$ cat src/rtl/async_collect_block.sv
// rtl/async_collect_block.sv - serial word stream to parallel frame collector
//
// Captures one data_width-bit word per clock while freeze_l is low, and after
// weight_n words publishes the whole frame on data_out with a go handshake.
//
// Ports:
//   clk, rst_n  - clock, asynchronous active-low reset
//   freeze_l    - low: data_in carries a valid word this cycle
//   data_in     - serial word
//   go_in_r     - downstream acknowledge (sampled in HOLD only)
//   err_clr     - synchronous clear of the sticky error flags
//   data_out    - published frame, word i at [data_width*i +: data_width]
//   go_out_r    - frame valid to downstream
//   go_out_l    - ready to upstream, a new frame may start
//   err_short   - sticky: stream ended before a full frame
//   err_over    - sticky: word offered while not accepting
module async_collect_block #(
  parameter int weight_n   = 5,
  parameter int data_width = 16
) (
  input  logic                           clk,
  input  logic                           rst_n,
  input  logic                           freeze_l,
  input  logic [data_width-1:0]          data_in,
  input  logic                           go_in_r,
  input  logic                           err_clr,
  output logic [data_width*weight_n-1:0] data_out,
  output logic                           go_out_r,
  output logic                           go_out_l,
  output logic                           err_short,
  output logic                           err_over
);

  localparam int addr_w = (weight_n > 1) ? $clog2(weight_n) : 1;
  localparam logic [addr_w-1:0] last_addr = addr_w'(weight_n - 1);

  typedef enum logic [1:0] {
    IDLE    = 2'd0,
    COLLECT = 2'd1,
    HOLD    = 2'd2
  } state_t;

  state_t                         state_q, state_d;
  logic [addr_w-1:0]              addr_q, addr_d;
  logic [data_width-1:0]          shadow_q [weight_n];
  logic [data_width-1:0]          shadow_d [weight_n];
  logic [data_width*weight_n-1:0] data_out_q, data_out_d;
  logic [data_width*weight_n-1:0] frame;
  logic                           err_short_q, err_short_d;
  logic                           err_over_q, err_over_d;

  // Frame as it would be published this cycle: the last word bypasses the
  // shadow buffer so publish happens on the same edge as the last capture.
  always_comb begin
    frame = '0;
    for (int i = 0; i < weight_n - 1; i++) begin
      frame[i*data_width +: data_width] = shadow_q[i];
    end
    frame[(weight_n-1)*data_width +: data_width] = data_in;
  end

  always_comb begin
    state_d    = state_q;
    addr_d     = addr_q;
    shadow_d   = shadow_q;
    data_out_d = data_out_q;
    // Clear first, then set conditions OR in so a set wins over err_clr.
    err_short_d = err_short_q & ~err_clr;
    err_over_d  = err_over_q & ~err_clr;

    unique case (state_q)
      IDLE: begin
        if (!freeze_l) begin
          shadow_d[0] = data_in;
          if (weight_n == 1) begin
            data_out_d = frame;
            state_d    = HOLD;
          end else begin
            addr_d  = addr_w'(1);
            state_d = COLLECT;
          end
        end
      end

      COLLECT: begin
        if (!freeze_l) begin
          shadow_d[addr_q] = data_in;
          if (addr_q == last_addr) begin
            data_out_d = frame;
            addr_d     = '0;
            state_d    = HOLD;
          end else begin
            addr_d = addr_q + addr_w'(1);
          end
        end else begin
          // Partial frame is abandoned; data_out keeps the previous frame.
          err_short_d = 1'b1;
          addr_d      = '0;
          state_d     = IDLE;
        end
      end

      HOLD: begin
        if (go_in_r) begin
          state_d = IDLE;
        end
        if (!freeze_l) begin
          err_over_d = 1'b1;
        end
      end

      default: begin
        state_d = IDLE;
        addr_d  = '0;
      end
    endcase
  end

  always_ff @(posedge clk or negedge rst_n) begin
    if (!rst_n) begin
      state_q     <= IDLE;
      addr_q      <= '0;
      data_out_q  <= '0;
      err_short_q <= 1'b0;
      err_over_q  <= 1'b0;
      for (int i = 0; i < weight_n; i++) begin
        shadow_q[i] <= '0;
      end
    end else begin
      state_q     <= state_d;
      addr_q      <= addr_d;
      data_out_q  <= data_out_d;
      err_short_q <= err_short_d;
      err_over_q  <= err_over_d;
      for (int i = 0; i < weight_n; i++) begin
        shadow_q[i] <= shadow_d[i];
      end
    end
  end

  assign data_out  = data_out_q;
  assign go_out_r  = (state_q == HOLD);
  assign go_out_l  = (state_q == IDLE);
  assign err_short = err_short_q;
  assign err_over  = err_over_q;

endmodule

$ cat config.mk
export PLATFORM = sky130hd
export DESIGN_NAME = async_collect_block
export DESIGN_NICKNAME = d
export VERILOG_FILES = /design/src/rtl/async_collect_block.sv
export SDC_FILE = /design/constraint.sdc
export NUM_CORES = 1
export LEC_CHECK = 0
export CAP_MARGIN = 0
export CORE_ASPECT_RATIO = 0.9
export CORE_MARGIN = 8
export CORE_UTILIZATION = 50
export CTS_BUF_LIST = sky130_fd_sc_hd__clkbuf_8
export DETAILED_ROUTE_END_ITERATION = 6
export PLACE_DENSITY_LB_ADDON = 0.05
export SLEW_MARGIN = 20
export SYNTH_ARGS = -nofsm -noshare
export SYNTH_HDL_FRONTEND = slang
export SYNTH_SLANG_ARGS = --single-unit
$ cat constraint.sdc
create_clock -name clk -period 2.5 [get_ports clk]
set_clock_uncertainty 0.1 [all_clocks]
set_input_delay 0.5 -clock clk [delete_from_list [all_inputs] [get_ports clk]]
set_output_delay 0.5 -clock clk [all_outputs]
set_load 0.02 [all_outputs]
=== After elaboration in Yosys (flattened, before gate mapping) ===
Cells that the tools add are included.

* Bits in registers: 167
* Bits of input ports: 21
* Output and inout bits: 84
* Logic and storage cells: 53

* Add/sub/neg operators: 1
* Order comparisons: 2
* Equal/unequal tests: 7
* Muxes and demuxes: 19
* Bitwise logic cells: 6
* Reduce and logical (&&, ||, !) cells: 8

{| class="wikitable"
|+ Operator list
! operator !! count
|-
| 80-bit bitwise mux || 1
|-
| 80-bit two-way mux || 1
|-
| 16-bit demux with 3-bit select || 1
|-
| 16-bit two-way mux || 2
|-
| 16-bit one-hot mux with 2 select lines || 1
|-
| 3-bit two-way mux || 3
|-
| 3-bit one-hot mux with 3 select lines || 1
|-
| 3-bit AND reduction || 3
|-
| 2-bit two-way mux || 4
|-
| 2-bit inequality test, second input constant || 3
|-
| 2-bit one-hot mux with 3 select lines || 1
|-
| 4-bit greater-or-equal comparator, second input constant || 1
|-
| 4-bit by 1-bit less-than comparator with 1-bit output, second input constant || 1
|-
| 1-bit two-way mux || 4
|-
| 3-bit NOT with 4-bit output || 1
|-
| 2-bit AND reduction || 2
|-
| 3-bit by 1-bit adder with 3-bit output, second input constant || 1
|-
| 3-bit equality test, second input constant || 1
|-
| 3-bit inequality test, second input constant || 1
|-
| 1-bit NOT || 3
|-
| 1-bit AND || 2
|-
| 2-bit by 1-bit equality test with 1-bit output, second input constant || 1
|-
| 2-bit equality test, second input constant || 1
|-
| 2-bit zero test || 1
|-
| other kinds (2) || 2
|}

=== Logic depth before layout (Yosys ltp) ===
Gate-level depths: netlist (run 1).

* Depth after elaboration: 8
* Depth in mapped cells: 6
* Gate-level depth less buffers: 5

=== Worst setup path after synthesis (run 1) ===
OpenSTA, ideal clock, no wires.

* Path type: register to register
* Start: reg addr_q[2]
* End: reg shadow_q, in the netlist frame[48]
* Setup time: 0.125 ns
* Data arrival time: 1.591 ns
* Data required time: 2.275 ns
* Setup slack: 0.685 ns
* Stages on the path, launching flop included: 6
* Buffers on the path: 2
* Period minus slack after synthesis: 1.815 ns
* Cells stage by stage: dfrtp_1 -> nor4b_4 -> and3_2 -> buf_6 -> buf_6 -> mux2_2

* Longest elaborated chain between the ends: 6
* Elaborated cells between the ends (all ways): 7
* Classes of those cells: order compare (2); mux (3); bitwise (1); reduce/logical (1)

{| class="wikitable"
|+ Ends and longest elaborated chain
! what !! line !! RTL
|-
| start: declaration || 44 || <nowiki>logic [addr_w-1:0] addr_q, addr_d;</nowiki>
|-
| start signal: assignment || 131 || <nowiki>addr_q <= addr_d;</nowiki>
|-
| 3-bit NOT with 4-bit output (not written as such) (*) || 87 || <nowiki>shadow_d[addr_q] = data_in;</nowiki>
|-
| 4-bit greater-or-equal comparator (not written as such) / 4-bit by 1-bit less-than comparator with 1-bit output (equally long branches) || 87 ||
|-
| 1-bit logical AND (not written as such) || 87 ||
|-
| 16-bit two-way mux (not written as such) || 87 ||
|-
| 16-bit demux with 3-bit select (*) || 87 ||
|-
| 80-bit bitwise mux (*) || 87 ||
|-
| end signal: indexed assignment || 136 || <nowiki>shadow_q[i] <= shadow_d[i];</nowiki>
|-
| end: declaration || 45 || <nowiki>logic [data_width-1:0] shadow_q [weight_n];</nowiki>
|}

Mark *: on every way between the ends. The rest lies on a longest branch, timed or not.
A chain may end at the register's enable or synchronous reset.

=== Final worst setup path (run 1) ===
* Start: reg state_q[0]
* End: out go_out_r

* Longest elaborated chain between the ends: 1

{| class="wikitable"
|+ Ends and longest elaborated chain
! what !! line !! RTL
|-
| start: declaration || 43 || <nowiki>state_t state_q, state_d;</nowiki>
|-
| start signal: assignment || 130 || <nowiki>state_q <= state_d;</nowiki>
|-
| 2-bit equality test || 142 || <nowiki>assign go_out_r = (state_q == HOLD);</nowiki>
|-
| end: declaration || 28 || <nowiki>output logic go_out_r,</nowiki>
|}

No other way between the ends.

==> impl_metrics.ini, run 1 <==
[worst_setup_path]
crit_family = buffers and inverters
worstPathArrival_ns = 1.78
worstPathRequired_ns = 1.90
cp_max_fo = 11
crit_slowest_cell = clkdlybuf4s50_1
worstPathCellList = nand2b_1 > inv_1 > clkdlybuf4s50_1
cp-end-kind = output port
startpoint_type = register
path_buf_inv = 2
critPathKind = reg2out
crit_start = state_q[0]
timing.rr.start = addr_q[0]
cpPeakStageDelay_ns = 0.60

[placement]
portBuffers = 104
place.gp.congestion = 0.789
dp.final_hpwl_um = 7720
placed_cells = 605
dpl_cell_area_sq_um = 7060
pre_cts_slack_ns = 0.165

[clocking]
htreeDepth = 4
cts_root_buf = clkbuf_8
cts.reportedPaths.clkPinSlew_ns = 0.07
cts_sinks = 151
cts_setup_buffers = 0
clk_latency_ns = 0.43
cts_buffers = 17
clk_path_buf_depth = 2
cts_tree = done

[synth]
yosys_warnings = 0
synth_top_area_share_pct = 65.3
synth.area.top_cells = dfrtp_1, mux2_2, buf_6
ys_seq_area_share_pct = 65.3
synthTopCellsByCount = dfrtp_1, mux2_2, buf_6
synth.avg_cell_area_sq_um = 16.8
syn-cell-area_sq_um = 5780
ys_ff_latch = 151
synth_edf_count = 0
ys_async_sr_fraction_pct = 100
synth_cell_types = 25
synth_flop_cell = dfrtp_1
yosysMostFrequentCell = dfrtp_1
synth_cells = 344
synth_top_area_cell = dfrtp_1
synth_fp_nets = 367

[sta]
finalCritPeriodShare_pct = 95.2
final-hold-violation-count = 0
max_slew_margin_pct = 63.8
fmax_mhz = 420
grt_setup_unrepaired = no
finalSetupViolCount = 0
post-route-min-period_ns = 2.38
hold_ws_ns = 0.398
fin_ws_ns = 0.119
slew_violations = 0
tightest_slew_ns = 0.543
fin_setup_tns_ns = 0

[outcome]
status = complete, no violations

[floorplan]
rows = 37
core_sq_um = 11300
die_x_um = 129
die_h_um = 118
io_pins = 105
die-area_sq_um = 15300
start_util_pct = 51.0

[pwr]
irDropWorstVdd_uv = 523
power_leakage_nw = 3.43
totalPowerFinal_mw = 6.53
pwr_density_cell_nw_per_um2 = 881

[finish]
antenna_cells = 0
utilization_pct = 65.3
drive_above_1_share_pct = 40.1
syn2layout_area_growth_pct = 28.1
fin_cells = 637
nNetsFinal = 492
fin_area_sq_um = 7410

[grt]
overflow = 0
grt_pass1_wl_um = 18300
grt_max_degree = 57
grt_antenna_before_repair = 0
grtUsageTotal_pct = 15.5
first_global_vias = 3466

[detailed_routing]
wire_per_inst_um = 17.4
vias = 3215
wirelength_um = 11100
dr.pass1.iters = 4
via_per_inst = 5.05
antenna_left = 0
route.detailed.drc = 0
drt-initial-drc-count = 120

[min_path]
hold_start = frame[11]
hold_class = reg2reg

[job]
drv_cap = 0
[worst paths after layout]
| path | slack, ns | endpoint | cells past startpoint |
|---|---|---|---|
| min in group asynchronous | 0.49 | err_over | 2 |
| min reg2reg | 0.40 | data_out[11] | 1 |
| max in group asynchronous | 1.06 | data_out[36] | 3 |
| min | 0.40 | data_out[11] | 1 |
| max | 0.12 | go_out_r | 3 |
| max reg2reg | 0.57 | data_out[24] | 5 |
[worst reg2reg max path: stages, from the launching register on]
cell	delay [ns]
dfrtp_1	0.44
inv_1	0.13
ha_1	0.23
and4_4	0.32
buf_4	0.23
mux2_2	0.36
[cells by family after synthesis]
group           Yosys count  synth area share [%]
mux                     144                  28.0
fa+ha+maj                 2                 0.433
buf+inv                  21                  3.14
compound gates            8                 0.909
simple gates             18                  2.16
flops                   151                  65.3
[flip-flops by register name, summed over array words and instances (netlist names)]
| name | flops |
|---|---|
| err_short | 1 |
| frame | 64 |
| err_over | 1 |
| addr_q | 3 |
| data_out | 80 |
| state_q | 2 |
[metal layers]
| layer | global-route usage (%) | part of all wire, % |
|---|---|---|
| met1 | 19.8 | 46 |
| met2 | 22.7 | 45 |
| met3 | 6.48 | 7.6 |
| met4 | 5.94 | 0.96 |
| met5 | 0 | 0 |
[cell usage in the layout, fill, tap and decap left out, types with 2 or more instances in the layout]
master	instances
clkbuf_8	22
buf_12	6
dfrtp_1	150
buf_4	10
o21ai_0	2
nand3_2	2
mux2_2	144
inv_1	12
nand2_1	4
clkdlybuf4s50_1	103
ha_1	2
nand3_1	2
nor2_1	3
clkinv_2	3
[where the power goes]
group	leakage [nW]	switching, mW	total (mW)	internal [mW]
logic	1.26	0.654	1.56	0.902
registers	1.97	0.314	3.39	3.08
clock network	0.202	0.795	1.58	0.787
[area by class of cell]
type / count / area, sq um
clock buffer: 22 / 303
multi-input combinational: 172 / 1830
fill: 863 / 3930
timing repair buffer: 121 / 1250
clock inverter: 9 / 37.5
tap: 156 / 195
sequential: 151 / 3780
inverter: 6 / 22.5
[repair_timing]
item,CTS,global route
endpoints found under the setup margin,0,1
hold endpoints to repair,53,0
hold buffers,1,0
gates resized for setup,0,1
(Power assumes the default switching activity.)
==> run 2, diff against run 1 <==
--- a/config.mk
+++ b/config.mk
@@ -11,7 +11,7 @@
 export CORE_UTILIZATION = 50
 export CTS_BUF_LIST = sky130_fd_sc_hd__clkbuf_8
 export DETAILED_ROUTE_END_ITERATION = 6
-export PLACE_DENSITY_LB_ADDON = 0.05
+export PLACE_DENSITY = 0.77
 export SLEW_MARGIN = 20
 export SYNTH_ARGS = -nofsm -noshare
 export SYNTH_HDL_FRONTEND = slang
==> impl_metrics.ini, run 2 (same netlist as run 1, synthesis figures left out) <==
[outcome]
status = complete, no violations

[clocking]
cts_tree = done
cts_buffers = 17
cts.reportedPaths.clkPinSlew_ns = 0.09
cts_root_buf = clkbuf_8
htreeDepth = 4
clk_latency_ns = 0.44
clk_path_buf_depth = 2
cts_sinks = 151

[finish]
num-fill-cells = 851
largest_reg_flops = 80
drive_above_1_share_pct = 41.1
mostFrequentLayoutCells = dfrtp_1, mux2_2, clkdlybuf4s50_1, clkbuf_8, buf_4
syn2layout_area_growth_pct = 28.4
final_common_cell = dfrtp_1
multi_input_area_sq_um = 1830
ff_latch_area_sq_um = 3780
fin_area_sq_um = 7430
antenna_cells = 0
nNetsFinal = 489

[sta]
final-hold-violation-count = 0
hold_ws_ns = 0.404
max_slew_margin_pct = 71.7
slew_violations = 0
fin_setup_tns_ns = 0
finalCritPeriodShare_pct = 95.5
tightest_slew_ns = 0.424
fmax_mhz = 419
finalSetupViolCount = 0
post-route-min-period_ns = 2.39
grt_setup_unrepaired = no

[pwr]
p_sw_share_pct = 29.1
power_leakage_nw = 3.39
power.switching_mw = 1.97
internal_power_mw = 4.79
totalPowerFinal_mw = 6.75
pwr_density_cell_nw_per_um2 = 910
irDropWorstVdd_uv = 591
p_seq_share_pct = 50.5
p_comb_share_pct = 23.2
pwr-share-clk_pct = 26.2

[detailed_routing]
wirelength_um = 11600
vias = 3256
drt-initial-drc-count = 210
antenna_left = 0
route.detailed.drc = 0
dr.pass1.iters = 4
wire_per_inst_um = 18.3
via_per_inst = 5.13

[floorplan]
die_h_um = 118
rows = 37
io_pins = 105
die_x_um = 129
die-area_sq_um = 15300
start_util_pct = 51.0
core_sq_um = 11300

[grt]
first_global_vias = 3604
grt_antenna_before_repair = 0
grt_pass1_wl_um = 19200
overflow = 0
met2_usage_pct = 24.2
grtUsageTotal_pct = 16.3
grt_max_degree = 69
globalRoute.busiestLayer = met2
grtUsageMet1_pct = 21.0
grtUsageMet3_pct = 6.84

[placement]
portBuffers = 104
dpl_cell_area_sq_um = 7040
dp.final_hpwl_um = 7790
place.gp.congestion = 0.763

[worst_setup_path]
startpoint_type = register
cp_max_fo = 11
worstPathRequired_ns = 1.90
reg2reg_depth = 5
timing.rr.start = addr_q[0]
worstPathArrival_ns = 1.79
r2r-end = data_out[44]
cp-end-kind = output port
critPathKind = reg2out
regToRegSetupSlack_ns = 0.56

[job]
drv_cap = 0

[min_path]
hold_start = frame[23]
min_to = data_out[23]
hold_class = reg2reg
min_path_cells = 1
==> run 2: changes by cell type in the layout (fill, tap and decap cells not counted) <==
| cell | previous run | this run |
|---|---|---|
| inv_8 | 0 | 1 |
| buf_4 | 10 | 7 |
| clkinv_2 | 3 | 1 |
| inv_1 | 12 | 6 |
| inv_6 | 0 | 5 |
| clkinvlp_4 | 0 | 6 |
| bufinv_16 | 0 | 1 |
| clkinv_4 | 0 | 1 |
| clkbuf_8 | 22 | 17 |
==> run 2: per-stage QoR <==
step / worst slack, ns / util, % / instances
final: 0.113 / 65.5 / 635
after global routing: 0.00796 / 65.5 / 635
after CTS: 0.0456 / 65.5 / 635
after detailed placement: 0.109 / 62.0 / 602
after global placement: 0.165 / 62.0 / 602
after floorplan: 0.685 / - / 344
==> run 2: how the worst max path moves through the flow <==
| stage | endpoint | from | slack, ns |
|---|---|---|---|
| floorplan | frame[48] | addr_q[2] | 0.68 |
| global placement | data_out[63] | freeze_l | 0.16 |
| detailed placement | data_out[66] | freeze_l | 0.11 |
| CTS | go_out_r | state_q[0] | 0.05 |
| global route | go_out_r | state_q[0] | 0.008 |
| finish | go_out_r | state_q[0] | 0.11 |
==> run 2: power groups by stage <==
| stage | clock network (mW) | logic [mW] | registers (mW) |
|---|---|---|---|
| global placement | 0 | 1.53 | 3.42 |
| detailed placement | 0 | 1.59 | 3.46 |
| CTS | 1.83 | 1.60 | 3.42 |
| finish | 1.77 | 1.57 | 3.41 |
| global route | 1.94 | 1.68 | 3.50 |
| floorplan | 0 | 0.639 | 3.63 |
==> run 2: what timing repair did <==
item,in CTS,in global routing
endpoints found under the hold margin,43,0
buffers inserted,0,0
gates resized for setup,0,1
hold buffers,1,0
endpoints found under the setup margin,0,1
==> run 2: critical path, cell delays in order, from the launching register on <==
cell and delay (ns):
dfrtp_2 0.48, nand2b_1 0.20, inv_1 0.06, clkdlybuf4s50_1 0.59
==> run 2: final cells by class <==
type,instances,share of cell area [%]
timing repair buffer,118,16.5
sequential,151,50.9
tap,156,2.63
clock buffer,17,3.15
inverter,6,0.303
clock inverter,15,1.94
multi-input combinational,172,24.6
==> run 2: layer usage <==
metal	part of all wire, %	wire, um
met5	0	0
met4	0.84	98
met3	6.9	808
met2	48	5540
met1	45	5200
